[src/rtl/hazard_monitor.sv]
// hazard_monitor: per-channel monitor for counter values that cross into this
// clock domain asynchronously. Each channel synchronizes its counter, then
// flags any step other than +0 or +1 (modulo 2^WID) as a hazard.
//
// Ports:
//   clk           sole clock
//   resetn        asynchronous active-low reset
//   enable        monitoring enable; low forces IDLE
//   clear         synchronous clear of flags/counters, re-primes the baseline
//   din           NCH packed async counters, channel c at [c*WID +: WID]
//   hazard        per-channel one-cycle hazard pulse (registered)
//   any_hazard    OR of hazard
//   hazard_sticky per-channel latched hazard flag
//   hazard_cnt    per-channel saturating hazard count, packed like din
//   state         FSM state: IDLE=0, PRIME=1, RUN=2
//
// Build option: HAZARD_MONITOR_GRAY_EN -- when defined, synchronized samples
// are treated as Gray code and converted to binary before the delta check.

// Per-channel lane: synchronizer, baseline, delta check, sticky flag, counter.
module hazard_monitor_ch #(
  parameter int unsigned WID         = 4,
  parameter int unsigned SYNC_STAGES = 3,
  parameter int unsigned CNT_WID     = 8
) (
  input  logic               clk,
  input  logic               resetn,
  input  logic [WID-1:0]     din_i,
  input  logic               load_i,
  input  logic               check_i,
  input  logic               clear_i,
  output logic               hazard_o,
  output logic               sticky_o,
  output logic [CNT_WID-1:0] cnt_o
);
  logic [SYNC_STAGES-1:0][WID-1:0] sync_q;
  logic [WID-1:0]     raw, sample, delta;
  logic [WID-1:0]     dbuf_q, dbuf_d;
  logic               haz_q, haz_d;
  logic               sticky_q, sticky_d;
  logic [CNT_WID-1:0] cnt_q, cnt_d;
  logic               illegal;

  // Chain always shifts, regardless of FSM state, so it is full by the time
  // PRIME finishes.
  always_ff @(posedge clk or negedge resetn) begin
    if (!resetn) sync_q <= '0;
    else         sync_q <= {sync_q[SYNC_STAGES-2:0], din_i};
  end

  assign raw = sync_q[SYNC_STAGES-1];

`ifdef HAZARD_MONITOR_GRAY_EN
  // Binary bit i is the XOR of all Gray bits at or above i.
  for (genvar i = 0; i < WID; i++) begin : g_gray
    assign sample[i] = ^raw[WID-1:i];
  end
`else
  assign sample = raw;
`endif

  // Legal steps are 0 and 1 modulo 2^WID; the subtraction wraps naturally.
  assign delta   = sample - dbuf_q;
  assign illegal = (delta[WID-1:1] != '0);

  always_comb begin
    dbuf_d   = dbuf_q;
    haz_d    = 1'b0;
    sticky_d = sticky_q;
    cnt_d    = cnt_q;
    if (load_i || check_i) dbuf_d = sample;
    if (clear_i) begin
      // Clear beats any hazard detected in the same cycle.
      sticky_d = 1'b0;
      cnt_d    = '0;
    end else if (check_i && illegal) begin
      haz_d    = 1'b1;
      sticky_d = 1'b1;
      if (cnt_q != '1) cnt_d = cnt_q + CNT_WID'(1);
    end
  end

  always_ff @(posedge clk or negedge resetn) begin
    if (!resetn) begin
      dbuf_q   <= '0;
      haz_q    <= 1'b0;
      sticky_q <= 1'b0;
      cnt_q    <= '0;
    end else begin
      dbuf_q   <= dbuf_d;
      haz_q    <= haz_d;
      sticky_q <= sticky_d;
      cnt_q    <= cnt_d;
    end
  end

  assign hazard_o = haz_q;
  assign sticky_o = sticky_q;
  assign cnt_o    = cnt_q;
endmodule

module hazard_monitor #(
  parameter int unsigned WID         = 4,
  parameter int unsigned NCH         = 2,
  parameter int unsigned SYNC_STAGES = 3,
  parameter int unsigned CNT_WID     = 8
) (
  input  logic                   clk,
  input  logic                   resetn,
  input  logic                   enable,
  input  logic                   clear,
  input  logic [NCH*WID-1:0]     din,
  output logic [NCH-1:0]         hazard,
  output logic                   any_hazard,
  output logic [NCH-1:0]         hazard_sticky,
  output logic [NCH*CNT_WID-1:0] hazard_cnt,
  output logic [1:0]             state
);
  localparam int unsigned PW = (SYNC_STAGES > 1) ? $clog2(SYNC_STAGES) : 1;

  typedef enum logic [1:0] {IDLE = 2'd0, PRIME = 2'd1, RUN = 2'd2} state_t;

  state_t        state_q;
  logic [PW-1:0] pcnt_q;
  logic          prime_done, load, check;

  assign prime_done = (pcnt_q == PW'(SYNC_STAGES - 1));

  // Baseline loads on the PRIME->RUN edge; checks only happen in cycles that
  // keep the FSM in RUN, so hazard can only be seen while state reads RUN.
  assign load  = (state_q == PRIME) && enable && !clear && prime_done;
  assign check = (state_q == RUN)   && enable && !clear;

  always_ff @(posedge clk or negedge resetn) begin
    if (!resetn) begin
      state_q <= IDLE;
      pcnt_q  <= '0;
    end else if (!enable) begin
      state_q <= IDLE;
      pcnt_q  <= '0;
    end else begin
      case (state_q)
        IDLE: begin
          state_q <= PRIME;
          pcnt_q  <= '0;
        end
        PRIME: begin
          if (clear) begin
            pcnt_q <= '0;
          end else if (prime_done) begin
            state_q <= RUN;
            pcnt_q  <= '0;
          end else begin
            pcnt_q <= pcnt_q + PW'(1);
          end
        end
        RUN: begin
          if (clear) begin
            state_q <= PRIME;
            pcnt_q  <= '0;
          end
        end
        default: begin
          state_q <= IDLE;
          pcnt_q  <= '0;
        end
      endcase
    end
  end

  for (genvar c = 0; c < NCH; c++) begin : g_ch
    hazard_monitor_ch #(
      .WID(WID), .SYNC_STAGES(SYNC_STAGES), .CNT_WID(CNT_WID)
    ) u_ch (
      .clk      (clk),
      .resetn   (resetn),
      .din_i    (din[c*WID +: WID]),
      .load_i   (load),
      .check_i  (check),
      .clear_i  (clear),
      .hazard_o (hazard[c]),
      .sticky_o (hazard_sticky[c]),
      .cnt_o    (hazard_cnt[c*CNT_WID +: CNT_WID])
    );
  end

  assign any_hazard = |hazard;
  assign state      = state_q;
endmodule

[config.mk]
export PLATFORM = sky130hd
export DESIGN_NAME = hazard_monitor
export DESIGN_NICKNAME = d
export VERILOG_FILES = /design/src/rtl/hazard_monitor.sv
export SDC_FILE = /design/constraint.sdc
export NUM_CORES = 1
export LEC_CHECK = 0
export ABC_CLOCK_PERIOD_IN_PS = 2850
export BUFFER_PORTS_ARGS = -buffer_cell sky130_fd_sc_hd__clkbuf_2
export CELL_PAD_IN_SITES_DETAIL_PLACEMENT = 1
export CELL_PAD_IN_SITES_GLOBAL_PLACEMENT = 2
export CORE_MARGIN = 1.5
export CORE_UTILIZATION = 40
export DETAILED_ROUTE_END_ITERATION = 10
export GPL_TIMING_DRIVEN = 0
export PLACE_DENSITY = 0.89
export REMOVE_ABC_BUFFERS = 1
export SYNTH_ARGS = -nofsm -noshare
export SYNTH_HDL_FRONTEND = slang
export SYNTH_SLANG_ARGS = --single-unit
[constraint.sdc]
create_clock -name clk -period 2.85 [get_ports clk]
set_input_delay 0.285 -clock clk [delete_from_list [all_inputs] [get_ports clk]]
set_output_delay 0.285 -clock clk [all_outputs]
set_load 0.03 [all_outputs]
==> impl_metrics.env <==
export IMPL_dieWidth_um=79.6
export IMPL_maxCapViolCount=0
export IMPL_avgSynthCellArea_um2=12.2
export IMPL_final_cell_mix="dfrtp_1 (56), clkbuf_2 (33), nand2_1 (17)"
export IMPL_cts_buffers=5
export IMPL_row_count=27
export IMPL_synth_top_area_cell="dfrtp_1"
export IMPL_ys_warn_count=0
export IMPL_start_kind="register"
export IMPL_postCtsHoldBufs=0
export IMPL_layout_commonest_cell="dfrtp_1"
export IMPL_netlist_top_cells_area="dfrtp_1 (60%), mux2_2 (4.8%), ha_1 (3.2%), nand2_1 (2.7%), nand3_1 (1.9%)"
export IMPL_cts_max_path_buffers=2
export IMPL_gp_congestion=0.761
export IMPL_grt_antenna_before_repair=0
export IMPL_cts_setup_buffers=0
export IMPL_synth_edff_count=0
export IMPL_totalPowerFinal_uw=1350
export IMPL_netlist_area_mm2=0.00235
export IMPL_synth_mux_area_fraction_pct=6.08
export IMPL_nNetsFinal=249
export IMPL_area_growth_pct=13.5
export IMPL_placed_area_mm2=0.00257
export IMPL_ys_types=45
export IMPL_core_area_mm2=0.00557
export IMPL_start_util_pct=42.1
export IMPL_path_class="register to register"
export IMPL_hold_violations=0
export IMPL_h_tree_depth=2
export IMPL_final_setup_viol_count=0
export IMPL_synth_async_reset_ratio_pct=100
export IMPL_avgViaCountPerCell=5.24
export IMPL_drt_pre_antenna_iters=4
export IMPL_utilization_pct=47.8
export IMPL_end_kind="register"
export IMPL_routed_wl_um=4230
export IMPL_slew_headroom_pct=53.2
export IMPL_cts_sinks=56
export IMPL_arrival_ps=2470
export IMPL_clk_pin_slew_ps=100
export IMPL_num_vias=1581
export IMPL_cp_required_ps=3060
export IMPL_cts_resized=0
export IMPL_diodes=0
export IMPL_synth_fa_ha_area_share_pct=4.91
export IMPL_drive_above_1_share_pct=24.8
export IMPL_final_area_mm2=0.00266
export IMPL_track_usage_pct=15.3
export IMPL_grt_pass1_vias=1602
export IMPL_drc=0
export IMPL_crit_start="g_ch[0].u_ch.raw[0]$_DFF_PN0_"
export IMPL_syn_inst=193
export IMPL_drt_iter0_drc=59
export IMPL_synth_top_family_by_area="simple AND/OR/NAND/NOR gates"
export IMPL_synth_compound_gate_area_share_pct=10.7
export IMPL_worst_slew_pin_transition_ps=702
export IMPL_finalSetupTns_ps=0
export IMPL_fmax_mhz=442
export IMPL_synthXorXnorAreaFrac_pct=2.61
export IMPL_wire_per_inst_um=14.0
export IMPL_clk_latency_ps=310
export IMPL_path_max_fanout=5
export IMPL_die_h_um=79.6
export IMPL_rrSetupSlack_ps=590
export IMPL_regToRegEndpoint="g_ch[0].u_ch.cnt_o[2]$_DFFE_PN0P_"
export IMPL_nFillCells=622
export IMPL_ys_flop_type="dfrtp_1"
export IMPL_final_max_slew_viol_count=0
export IMPL_cts_tree="built"
export IMPL_synth_seq_cells=56
export IMPL_io_pins=35
export IMPL_final_antenna_net_count=0
export IMPL_synthSimpleGateAreaFrac_pct=13.3
export IMPL_die_area_mm2=0.00633
export IMPL_rsz0062_at_grt="no"
export IMPL_timing_rr_start="g_ch[0].u_ch.raw[0]$_DFF_PN0_"
export IMPL_power_density_mw_per_mm2=505
export IMPL_fin_worst_skew_ps=3.06
export IMPL_dp_final_hpwl_um=3060
export IMPL_period_share_pct=79.4
export IMPL_gr_total_overflow=0
export IMPL_yosysTopAreaCellShare_pct=59.7
export IMPL_p_leak_uw=0.00132
export IMPL_grt_max_degree=57
export IMPL_peakVddDrop_uv=219
export IMPL_ctsRootBufferMaster="clkbuf_8"
export IMPL_hold_class="input port to async pin"
export IMPL_ys_seq_area_share_pct=59.7
export IMPL_fin_crit_ps=2260
export IMPL_io_buffers=34
export IMPL_status="finished clean"
export IMPL_worstRegToRegCells=7
export IMPL_grt_pass1_wl_um=7390
[cell usage after synthesis (2+ instances only)]
library cell   n
a211o_1        2
a21o_1         4
a21oi_1        4
a31oi_1        3
and3_1         4
buf_4          4
dfrtp_1       56
fa_1           2
ha_1           6
inv_1          8
mux2_2        10
mux2i_1        3
nand2_1       17
nand2b_1       4
nand3_1        9
nor2_1        12
nor2b_1        3
o21ai_0        8
or2_2          2
or3_1          2
xnor2_1        5
xor2_1         2
[flip-flops by register name, indices dropped and copies added (netlist names)]
register / flops
g_ch.u_ch.cnt_o: 16
state: 2
g_ch.u_ch.hazard_o: 2
g_ch.u_ch.sticky_o: 2
pcnt_q: 2
g_ch.u_ch.raw: 8
g_ch.u_ch.dbuf_q: 8
g_ch.u_ch.sync_q: 16
[critical path, stage by stage, from the launching register on]
cell and delay, ps:
dfrtp_1 380, nand2b_2 200, fa_1 390, xnor2_1 160
nand2b_1 120, o21ai_0 550, o22ai_1 160, a21o_1 200
[per-stage QoR]
step,worst slack [ps],std cells,hold slack [ps]
after floorplan,911,188,-10.6
after detailed placement,605,294,336
after global placement,659,294,332
after CTS,590,302,64.9
after global routing,418,302,57.3
final,588,302,21.1
[cells by family (layout without fill, tap and decap cells)]
group	after synthesis	after routing
simple gates	61	61
buf+inv	13	50
flops	56	56
compound gates	35	35
fa+ha+maj	8	8
xor+xnor	7	7
mux	13	13
[metal layers]
layer  vias up  track usage [%]  share of wire [%]
met3         6             3.43                3.4
met4         0             4.74                1.3
met2        25             26.7                 51
met1       807             18.8                 45
li1        743                -                  -
met5         -                0                  0
[report_power, final]
group	switching (µW)	internal, µW
sequential	11.2	818
clock	260	176
combinational	51.1	30.7
[cell type report]
cell class / instances / area (µm²) / share of cell area (%)
flip-flops and latches: 56 / 1400 / 52.6
multi-input cells: 124 / 881 / 33.1
repair buffers: 34 / 173 / 6.48
well taps: 72 / 90.1 / 3.38
clock buffers: 6 / 72.6 / 2.72
inverters: 8 / 30.0 / 1.13
clock inverters: 2 / 16.3 / 0.611
[worst max-delay path by stage]
| stage | end | cells after the start |
|---|---|---|
| final | g_ch[0].u_ch.cnt_o[2]$_DFFE_PN0P_ | 7 |
| after global routing | g_ch[0].u_ch.cnt_o[7]$_DFFE_PN0P_ | 7 |
| after floorplan | g_ch[0].u_ch.cnt_o[7]$_DFFE_PN0P_ | 7 |
| after global placement | g_ch[0].u_ch.cnt_o[7]$_DFFE_PN0P_ | 8 |
| after CTS | g_ch[0].u_ch.cnt_o[2]$_DFFE_PN0P_ | 7 |
| after detailed placement | g_ch[0].u_ch.cnt_o[2]$_DFFE_PN0P_ | 7 |
Power figures use the tool's default switching activity.
